==> src/rtl/debug_loader_param_if.sv <==
// debug_loader_param_if
// Bundles every signal between the debug loader and its surroundings
// (UART RX/TX pair, program memory, data memory, CPU core).
//
// Handshakes:
//   rx_done  : qualifies rx_data; one byte is consumed on every rising clk with rx_done=1.
//              There is no back-pressure, so the loader must accept or discard it.
//   tx_start : one-cycle request; tx_data is valid only in that cycle.
//              Once issued, tx_start is not raised again until the transmitter
//              answers with a one-cycle tx_done.
//   pm_we    : one-cycle write strobe; pm_addr/pm_wdata are valid with it.
//
// master : the loader side.
// slave  : the environment side (UART, memories, CPU).
interface debug_loader_param_if #(
  parameter int AW = 16,
  parameter int IW = 16,
  parameter int DW = 16
) ();
  logic [7:0]    rx_data;
  logic          rx_done;
  logic [7:0]    tx_data;
  logic          tx_start;
  logic          tx_done;
  logic          pm_we;
  logic [AW-1:0] pm_addr;
  logic [IW-1:0] pm_wdata;
  logic          cpu_en;
  logic          cpu_halted;
  logic [AW-1:0] cpu_pc;
  logic [AW-1:0] dm_addr;
  logic [DW-1:0] dm_rdata;
  logic          busy;
  logic [7:0]    err_cnt;

  modport master (
    input  rx_data, rx_done, tx_done, cpu_halted, cpu_pc, dm_rdata,
    output tx_data, tx_start, pm_we, pm_addr, pm_wdata, cpu_en, dm_addr, busy, err_cnt
  );

  modport slave (
    output rx_data, rx_done, tx_done, cpu_halted, cpu_pc, dm_rdata,
    input  tx_data, tx_start, pm_we, pm_addr, pm_wdata, cpu_en, dm_addr, busy, err_cnt
  );
endinterface

==> src/rtl/debug_loader_param.sv <==
// debug_loader_param
// Byte-serial command decoder sitting between the UART and the CPU core.
// The first byte of a frame is the opcode:
//   0x01 START, 0x02 PM_WRITE, 0x03 STEP, 0x04 DM_READ, 0x05 STATUS.
// Any other opcode replies 0xEE.
// Multi-byte fields are little-endian.
//
// Ports:
//   clk, reset : rising-edge clock, synchronous active-high reset
//   bus        : debug_loader_param_if.master (UART, PM, DM and CPU signals)
//   state_dbg  : current FSM state, for observation only
module debug_loader_param #(
  parameter int ADDR_BYTES     = 2,
  parameter int INSTR_BYTES    = 2,
  parameter int DATA_BYTES     = 2,
  parameter int TIMEOUT_CYCLES = 100000
) (
  input  logic                 clk,
  input  logic                 reset,
  debug_loader_param_if.master bus,
  output logic [2:0]           state_dbg
);
  localparam int AW        = 8 * ADDR_BYTES;
  localparam int IW        = 8 * INSTR_BYTES;
  localparam int DW        = 8 * DATA_BYTES;
  localparam int ARG_BYTES = ADDR_BYTES + INSTR_BYTES;
  localparam int ARG_W     = 8 * ARG_BYTES;
  // The longest reply is either STATUS (pc + status byte) or DM_READ (data word).
  localparam int RPL_BYTES = (ADDR_BYTES + 1 > DATA_BYTES) ? ADDR_BYTES + 1 : DATA_BYTES;
  localparam int RW        = 8 * RPL_BYTES;
  localparam int CW        = $clog2(ARG_BYTES + 1);
  localparam int LW        = $clog2(RPL_BYTES + 1);
  localparam int TW        = (TIMEOUT_CYCLES < 2) ? 1 : $clog2(TIMEOUT_CYCLES + 1);
  localparam logic [TW-1:0] TO_LAST = TW'((TIMEOUT_CYCLES > 0) ? TIMEOUT_CYCLES - 1 : 0);

  localparam logic [2:0] S_IDLE    = 3'd0;
  localparam logic [2:0] S_ARGS    = 3'd1;
  localparam logic [2:0] S_PM_WR   = 3'd2;
  localparam logic [2:0] S_RUN     = 3'd3;
  localparam logic [2:0] S_STEP    = 3'd4;
  localparam logic [2:0] S_DM_WAIT = 3'd5;
  localparam logic [2:0] S_TX_LOAD = 3'd6;
  localparam logic [2:0] S_TX_WAIT = 3'd7;

  localparam logic [7:0] OP_START    = 8'h01;
  localparam logic [7:0] OP_PM_WRITE = 8'h02;
  localparam logic [7:0] OP_STEP     = 8'h03;
  localparam logic [7:0] OP_DM_READ  = 8'h04;
  localparam logic [7:0] OP_STATUS   = 8'h05;
  localparam logic [7:0] RPL_ACK     = 8'h01;
  localparam logic [7:0] RPL_NAK     = 8'hEE;

  logic [2:0]       state_q, state_d;
  logic             is_pm_q, is_pm_d;     // frame in ARGS is PM_WRITE (else DM_READ)
  logic [CW-1:0]    cnt_q, cnt_d;         // argument bytes received so far
  logic [TW-1:0]    idle_q, idle_d;       // idle cycles since last argument byte
  logic [ARG_W-1:0] arg_q, arg_d;
  logic [AW-1:0]    pm_addr_q, pm_addr_d;
  logic [IW-1:0]    pm_wdata_q, pm_wdata_d;
  logic [AW-1:0]    dm_addr_q, dm_addr_d;
  logic             wait_q, wait_d;       // DM read latency cycle elapsed
  logic [RW-1:0]    reply_q, reply_d;     // reply bytes, next one in [7:0]
  logic [LW-1:0]    left_q, left_d;       // reply bytes still to send after the current one
  logic [7:0]       err_q, err_d;
  logic             err_inc;
  logic             last_arg;

  assign last_arg = (cnt_q == (is_pm_q ? CW'(ARG_BYTES - 1) : CW'(ADDR_BYTES - 1)));

  always_comb begin
    state_d    = state_q;
    is_pm_d    = is_pm_q;
    cnt_d      = cnt_q;
    idle_d     = idle_q;
    arg_d      = arg_q;
    pm_addr_d  = pm_addr_q;
    pm_wdata_d = pm_wdata_q;
    dm_addr_d  = dm_addr_q;
    wait_d     = wait_q;
    reply_d    = reply_q;
    left_d     = left_q;
    err_inc    = 1'b0;

    case (state_q)
      S_IDLE: begin
        if (bus.rx_done) begin
          cnt_d  = '0;
          idle_d = '0;
          case (bus.rx_data)
            OP_START:    state_d = S_RUN;
            OP_STEP:     state_d = S_STEP;
            OP_PM_WRITE: begin
              is_pm_d = 1'b1;
              state_d = S_ARGS;
            end
            OP_DM_READ: begin
              is_pm_d = 1'b0;
              state_d = S_ARGS;
            end
            OP_STATUS: begin
              reply_d          = '0;
              reply_d[AW-1:0]  = bus.cpu_pc;
              reply_d[AW +: 8] = {7'b0, bus.cpu_halted};
              left_d           = LW'(ADDR_BYTES);
              state_d          = S_TX_LOAD;
            end
            default: begin
              err_inc = 1'b1;
              reply_d = RW'(RPL_NAK);
              left_d  = '0;
              state_d = S_TX_LOAD;
            end
          endcase
        end
      end

      S_ARGS: begin
        if (bus.rx_done) begin
          arg_d[{cnt_q, 3'b000} +: 8] = bus.rx_data;
          idle_d = '0;
          cnt_d  = cnt_q + 1'b1;
          if (last_arg) begin
            // arg_d already holds the final byte, so the fields are complete here.
            if (is_pm_q) begin
              pm_addr_d  = arg_d[AW-1:0];
              pm_wdata_d = arg_d[AW +: IW];
              state_d    = S_PM_WR;
            end else begin
              dm_addr_d = arg_d[AW-1:0];
              wait_d    = 1'b0;
              state_d   = S_DM_WAIT;
            end
          end
        end else if (TIMEOUT_CYCLES != 0 && idle_q == TO_LAST) begin
          // Stalled frame: drop it silently, only the error counter records it.
          err_inc = 1'b1;
          state_d = S_IDLE;
        end else begin
          idle_d = idle_q + 1'b1;
        end
      end

      S_PM_WR, S_STEP: begin
        reply_d = RW'(RPL_ACK);
        left_d  = '0;
        state_d = S_TX_LOAD;
      end

      S_RUN: begin
        if (bus.cpu_halted) begin
          reply_d = RW'(RPL_ACK);
          left_d  = '0;
          state_d = S_TX_LOAD;
        end
      end

      S_DM_WAIT: begin
        // First cycle presents dm_addr; dm_rdata is valid on the second.
        if (!wait_q) begin
          wait_d = 1'b1;
        end else begin
          reply_d         = '0;
          reply_d[DW-1:0] = bus.dm_rdata;
          left_d          = LW'(DATA_BYTES - 1);
          state_d         = S_TX_LOAD;
        end
      end

      S_TX_LOAD: state_d = S_TX_WAIT;

      S_TX_WAIT: begin
        // Entered one cycle after tx_start, so a tx_done coincident with tx_start is never seen.
        if (bus.tx_done) begin
          if (left_q != '0) begin
            left_d  = left_q - 1'b1;
            reply_d = reply_q >> 8;
            state_d = S_TX_LOAD;
          end else begin
            state_d = S_IDLE;
          end
        end
      end

      default: state_d = S_IDLE;
    endcase

    err_d = (err_inc && err_q != 8'hFF) ? err_q + 8'd1 : err_q;
  end

  always_ff @(posedge clk) begin
    if (reset) begin
      state_q    <= S_IDLE;
      is_pm_q    <= 1'b0;
      cnt_q      <= '0;
      idle_q     <= '0;
      arg_q      <= '0;
      pm_addr_q  <= '0;
      pm_wdata_q <= '0;
      dm_addr_q  <= '0;
      wait_q     <= 1'b0;
      reply_q    <= '0;
      left_q     <= '0;
      err_q      <= '0;
    end else begin
      state_q    <= state_d;
      is_pm_q    <= is_pm_d;
      cnt_q      <= cnt_d;
      idle_q     <= idle_d;
      arg_q      <= arg_d;
      pm_addr_q  <= pm_addr_d;
      pm_wdata_q <= pm_wdata_d;
      dm_addr_q  <= dm_addr_d;
      wait_q     <= wait_d;
      reply_q    <= reply_d;
      left_q     <= left_d;
      err_q      <= err_d;
    end
  end

  assign bus.tx_data  = (state_q == S_TX_LOAD) ? reply_q[7:0] : 8'h00;
  assign bus.tx_start = (state_q == S_TX_LOAD);
  assign bus.pm_we    = (state_q == S_PM_WR);
  assign bus.pm_addr  = pm_addr_q;
  assign bus.pm_wdata = pm_wdata_q;
  // Clock enable drops combinationally in the very cycle cpu_halted rises.
  assign bus.cpu_en   = (state_q == S_RUN || state_q == S_STEP) && !bus.cpu_halted;
  assign bus.dm_addr  = dm_addr_q;
  assign bus.busy     = (state_q != S_IDLE);
  assign bus.err_cnt  = err_q;
  assign state_dbg    = state_q;
endmodule
==> src/flat_wrapper.sv <==
// flat-port wrapper written by rule: the top's interface ports become plain ports
module debug_loader_param_flat 
#(
  parameter int ADDR_BYTES     = 2,
  parameter int INSTR_BYTES    = 2,
  parameter int DATA_BYTES     = 2,
  parameter int TIMEOUT_CYCLES = 100000
)
  (clk, reset, state_dbg, bus_rx_data, bus_rx_done, bus_tx_done, bus_cpu_halted, bus_cpu_pc, bus_dm_rdata, bus_tx_data, bus_tx_start, bus_pm_we, bus_pm_addr, bus_pm_wdata, bus_cpu_en, bus_dm_addr, bus_busy, bus_err_cnt);
  debug_loader_param_if bus_i ();
  input  logic clk;
  input  logic reset;
  output logic [2:0] state_dbg;
  input wire logic [$bits(bus_i.rx_data)-1:0] bus_rx_data;
  input wire logic [$bits(bus_i.rx_done)-1:0] bus_rx_done;
  input wire logic [$bits(bus_i.tx_done)-1:0] bus_tx_done;
  input wire logic [$bits(bus_i.cpu_halted)-1:0] bus_cpu_halted;
  input wire logic [$bits(bus_i.cpu_pc)-1:0] bus_cpu_pc;
  input wire logic [$bits(bus_i.dm_rdata)-1:0] bus_dm_rdata;
  output wire logic [$bits(bus_i.tx_data)-1:0] bus_tx_data;
  output wire logic [$bits(bus_i.tx_start)-1:0] bus_tx_start;
  output wire logic [$bits(bus_i.pm_we)-1:0] bus_pm_we;
  output wire logic [$bits(bus_i.pm_addr)-1:0] bus_pm_addr;
  output wire logic [$bits(bus_i.pm_wdata)-1:0] bus_pm_wdata;
  output wire logic [$bits(bus_i.cpu_en)-1:0] bus_cpu_en;
  output wire logic [$bits(bus_i.dm_addr)-1:0] bus_dm_addr;
  output wire logic [$bits(bus_i.busy)-1:0] bus_busy;
  output wire logic [$bits(bus_i.err_cnt)-1:0] bus_err_cnt;
  assign bus_i.rx_data = bus_rx_data;
  assign bus_i.rx_done = bus_rx_done;
  assign bus_i.tx_done = bus_tx_done;
  assign bus_i.cpu_halted = bus_cpu_halted;
  assign bus_i.cpu_pc = bus_cpu_pc;
  assign bus_i.dm_rdata = bus_dm_rdata;
  assign bus_tx_data = bus_i.tx_data;
  assign bus_tx_start = bus_i.tx_start;
  assign bus_pm_we = bus_i.pm_we;
  assign bus_pm_addr = bus_i.pm_addr;
  assign bus_pm_wdata = bus_i.pm_wdata;
  assign bus_cpu_en = bus_i.cpu_en;
  assign bus_dm_addr = bus_i.dm_addr;
  assign bus_busy = bus_i.busy;
  assign bus_err_cnt = bus_i.err_cnt;
  debug_loader_param #(.ADDR_BYTES(ADDR_BYTES), .INSTR_BYTES(INSTR_BYTES), .DATA_BYTES(DATA_BYTES), .TIMEOUT_CYCLES(TIMEOUT_CYCLES)) u_core (.clk(clk), .reset(reset), .bus(bus_i), .state_dbg(state_dbg));
endmodule
==> config.mk <==
export PLATFORM = sky130hd
export DESIGN_NAME = debug_loader_param_flat
export DESIGN_NICKNAME = d
export VERILOG_FILES = /design/src/rtl/debug_loader_param_if.sv /design/src/rtl/debug_loader_param.sv /design/src/flat_wrapper.sv
export SDC_FILE = /design/constraint.sdc
export NUM_CORES = 1
export LEC_CHECK = 0
export ABC_AREA = 1
export BUFFER_PORTS_ARGS = -buffer_cell sky130_fd_sc_hd__buf_2
export CAP_MARGIN = 20
export CORE_UTILIZATION = 50
export DETAILED_ROUTE_END_ITERATION = 6
export GPL_TIMING_DRIVEN = 0
export HOLD_SLACK_MARGIN = 0.12
export PLACE_DENSITY_LB_ADDON = 0.1
export SETUP_SLACK_MARGIN = 0.5
export SLEW_MARGIN = 20
export SYNTH_ARGS = -nofsm -noshare
export SYNTH_HDL_FRONTEND = slang
export SYNTH_SLANG_ARGS = --single-unit
==> constraint.sdc <==
create_clock -name clk -period 3.35 [get_ports clk]
set_input_delay 0.1675 -clock clk [delete_from_list [all_inputs] [get_ports clk]]
set_output_delay 0.1675 -clock clk [all_outputs]
set_load 0.03 [all_outputs]
==> impl_metrics.yaml <==
synthesis:
  async_flop_share_pct: 0
  syn_inst: 1056
  muxShareOfSynthArea_pct: 0
  yosys.area_share.simple_pct: 31.5
  synth-edff-count: 0
  synth-seq-area-share_pct: 38.9
  syn-num-nets: 1107
  ys.flop_type: "dfxtp_1"
  synth-adder-area-share_pct: 1.11
  synth_top_family_by_area: "simple AND/OR/NAND/NOR gates"
  synth_xor_area_share_pct: 0.387
  synth_area_um2: 6790
  synth_compound_area_share_pct: 16.6
  yosysUniqueCellTypes: 35
  ys_ff_latch: 132
  yosysWarnings: 0
  syn_avg_cell_area_um2: 6.43
floorplan:
  core_area_um2: 13200
  die_height_um: 119
  die_area_um2: 14100
  fp.dieW_um: 119
  io_pins: 116
  fp-row-count: 42
  start_util_pct: 51.3
critical_path:
  crit_family: "compound AO/OA/AOI/OAI gates"
  end_kind: "flip-flop"
  worstPathMaxFanout: 10
  reg2reg_slack_ps: 740
  r2r-start: "u_core.cnt_q[0]"
  path_cells: "inv_1 -> ha_1 -> ha_1 -> inv_1 -> nor2_1 -> o2111ai_1 -> clkbuf_1 -> nand2_1 -> o21ai_0 -> o21ai_0 -> inv_1"
  crit_required_ps: 3660
  reg2reg_depth: 11
  crit_path_max_incr_delay_ps: 450
  crit_top_cell: "inv_1"
  path_class: "reg -> reg"
  crit_slowest_cell: "dfxtp_1"
  critPathLaunchType: "flip-flop"
  arrival_ps: 2920
  worstPathBufferInverterCount: 4
  r2r-end: "u_core.arg_q[23]"
clock_network:
  cts_resized: 0
  htreeDepth: 4
  cts-root-buf: "clkbuf_16"
  cts_setup_buffers: 0
  cts_sinks: 132
  path_clk_slew_ps: 60
  cts.hold.buffers_added: 0
  insertion_delay_ps: 420
  cts_tree: "built"
  clock_path_buffers: 2
  numCtsBuffers: 17
routing:
  wl_per_cell_um: 13.2
  vias_per_cell: 5.09
  drt_iter0_drc: 563
  met2_length_um: 8340
  wl_met1_um: 8450
  drc: 0
  num_vias: 7014
  drtPass1Iterations: 6
  dr_wl_met3_um: 1150
  drt_wl_total_um: 18200
  dr.max_layer_used: "met4"
  final_antenna_net_count: 0
sta:
  worst_pin_slew_ps: 783
  max_freq_mhz: 383
  whs_ps: 143
  grt_setup_unrepaired: "no"
  finalSetupTns_ps: 0
  setup_viol: 0
  worst_slack_ps: 742
  post-route-period-util_pct: 77.8
  hold_viol: 0
  fin_skew_ps: 9.36
  slew_viol_final: 0
  period_minus_slack_ps: 2610
  maxSlewHeadroom_pct: 47.8
worst_hold_path:
  hold_start: "bus_cpu_halted"
  hold_depth: 5
  holdPathEnd: "u_core.reply_q[16]"
  min_path_type: "in -> reg"
placed_design:
  io_buffers: 114
  place.gp.congestion: 0.867
  dp_hpwl_um: 13500
  post-place-ws_ps: 689
  dp.cells: 1346
power_and_ir_drop:
  leakage_nw: 3.99
  vdd_drop_max_v: 0.000392
  seqPwrFrac_pct: 34.1
  switching_power_mw: 2.07
  swShare_pct: 37.0
  p_clk_share_pct: 31.6
  p_int_mw: 3.53
  combPwrFrac_pct: 34.3
  power_density_nw_per_um2: 687
global_route:
  grt-ovfl-total: 0
  grt_pass1_wl_um: 30300
  grt_use_total_pct: 26.8
  grt_max_degree: 17
  antenna_found_initial: 0
  grt_pass1_vias: 6347
finish:
  layout_commonest_cell: "nand2_1"
  final_cell_mix: "206 x nand2_1, 205 x nor2_1, 132 x dfxtp_1"
  stdcell_count: 1378
  area_growth_pct: 20.0
  antenna-diode-count: 0
  drive_gt1_share_pct: 16.1
  nets: 1240
outcome:
  outcome: "finished, final reports clean"
flow_run:
  max_cap_violations: 0
-- per-stage QoR --
stage / util [%] / power [mW] / cell area (um^2)
global route: 61.5 / 5.97 / 8150
global placement: 57.3 / 3.82 / 7580
finish: 61.5 / 5.60 / 8150
detailed placement: 57.3 / 3.84 / 7580
CTS: 61.5 / 5.61 / 8150
floorplan: - / 3.36 / 6790
-- area by class of cell --
class / instances / area [um^2]
sequential: 132 / 2640
multi-input combinational: 740 / 3370
inverter: 133 / 500
buffer: 51 / 283
timing repair buffer: 114 / 571
fill: 1349 / 5090
clock inverter: 9 / 77.6
clock buffer: 23 / 488
tap: 176 / 220
-- Yosys cell counts (2+ instances only) --
cell type | count | area (um^2)
ha_1 | 6 | 75.1
nor3_1 | 8 | 40.0
nand4_1 | 18 | 113
buf_6 | 6 | 67.6
nand2_1 | 206 | 773
a21oi_1 | 96 | 480
clkbuf_1 | 25 | 93.8
nand2_4 | 2 | 22.5
o21ai_1 | 2 | 10.0
nor2_4 | 3 | 33.8
nand3_1 | 55 | 275
a31oi_1 | 4 | 25.0
buf_4 | 9 | 67.6
dfxtp_1 | 132 | 2640
inv_1 | 126 | 473
nor2_1 | 205 | 769
or2_2 | 3 | 18.8
nand2_2 | 3 | 18.8
inv_2 | 5 | 18.8
buf_2 | 10 | 50.1
xnor2_1 | 3 | 26.3
nor2_2 | 2 | 12.5
o21ai_0 | 115 | 576
-- routing by layer --
layer / vias to the layer above / global-route usage (%)
met5: - / 0
met4: 0 / 8.70
met3: 23 / 4.44
met2: 232 / 44.4
met1: 3120 / 35.4
li1: 3639 / -
-- power groups by stage --
stage          Sequential, mW  Combinational, mW  Clock (mW)
2_1_floorplan            1.98               1.38           0
3_3_place_gp             1.94               1.89           0
3_5_place_dp             1.94               1.91           0
4_1_cts                  1.91               1.91        1.79
5_1_grt                  1.94               2.17        1.86
6_report                 1.91               1.92        1.77
-- cell families (layout without fill, tap and decap cells) --
family / count (synthesis) / after routing
xor gates and xnor gates: 3 / 3
AOI/OAI and AO/OA: 221 / 221
adders and majority gates: 6 / 6
and+or+nand+nor: 510 / 510
DFF: 132 / 132
buffers and inverters: 184 / 330
-- tightest hold or removal path, cell delays in order --
cell and delay, ps:
buf_2 120, nand2_1 60, nand3_1 70, nand2_1 60, nor2_1 30
-- state kept, by name, summed over array words and instances, names as in the netlist --
name	count
u_core.is_pm_q	1
u_core.wait_q	1
u_core.bus.err_cnt	8
u_core.state_dbg	3
u_core.left_q	2
u_core.bus.pm_wdata	16
u_core.reply_q	17
u_core.bus.pm_addr	16
u_core.arg_q	32
u_core.idle_q	17
u_core.cnt_q	3
u_core.bus.dm_addr	16
-- worst max-delay path by stage --
stage                          startpoint               endpoint  slack, ps  cells past startpoint
after global routing      u_core.cnt_q[0]        u_core.arg_q[0]        500                     10
after global placement    u_core.cnt_q[0]  u_core.bus.pm_addr[7]        720                      9
after detailed placement  u_core.cnt_q[0]  u_core.bus.pm_addr[7]        690                      9
after CTS                 u_core.cnt_q[0]  u_core.bus.pm_addr[7]        670                      9
after floorplan           u_core.cnt_q[0]       u_core.arg_q[22]       1340                     11
final                     u_core.cnt_q[0]       u_core.arg_q[23]        740                     11
Note: power is estimated with default switching activity, not from simulation.
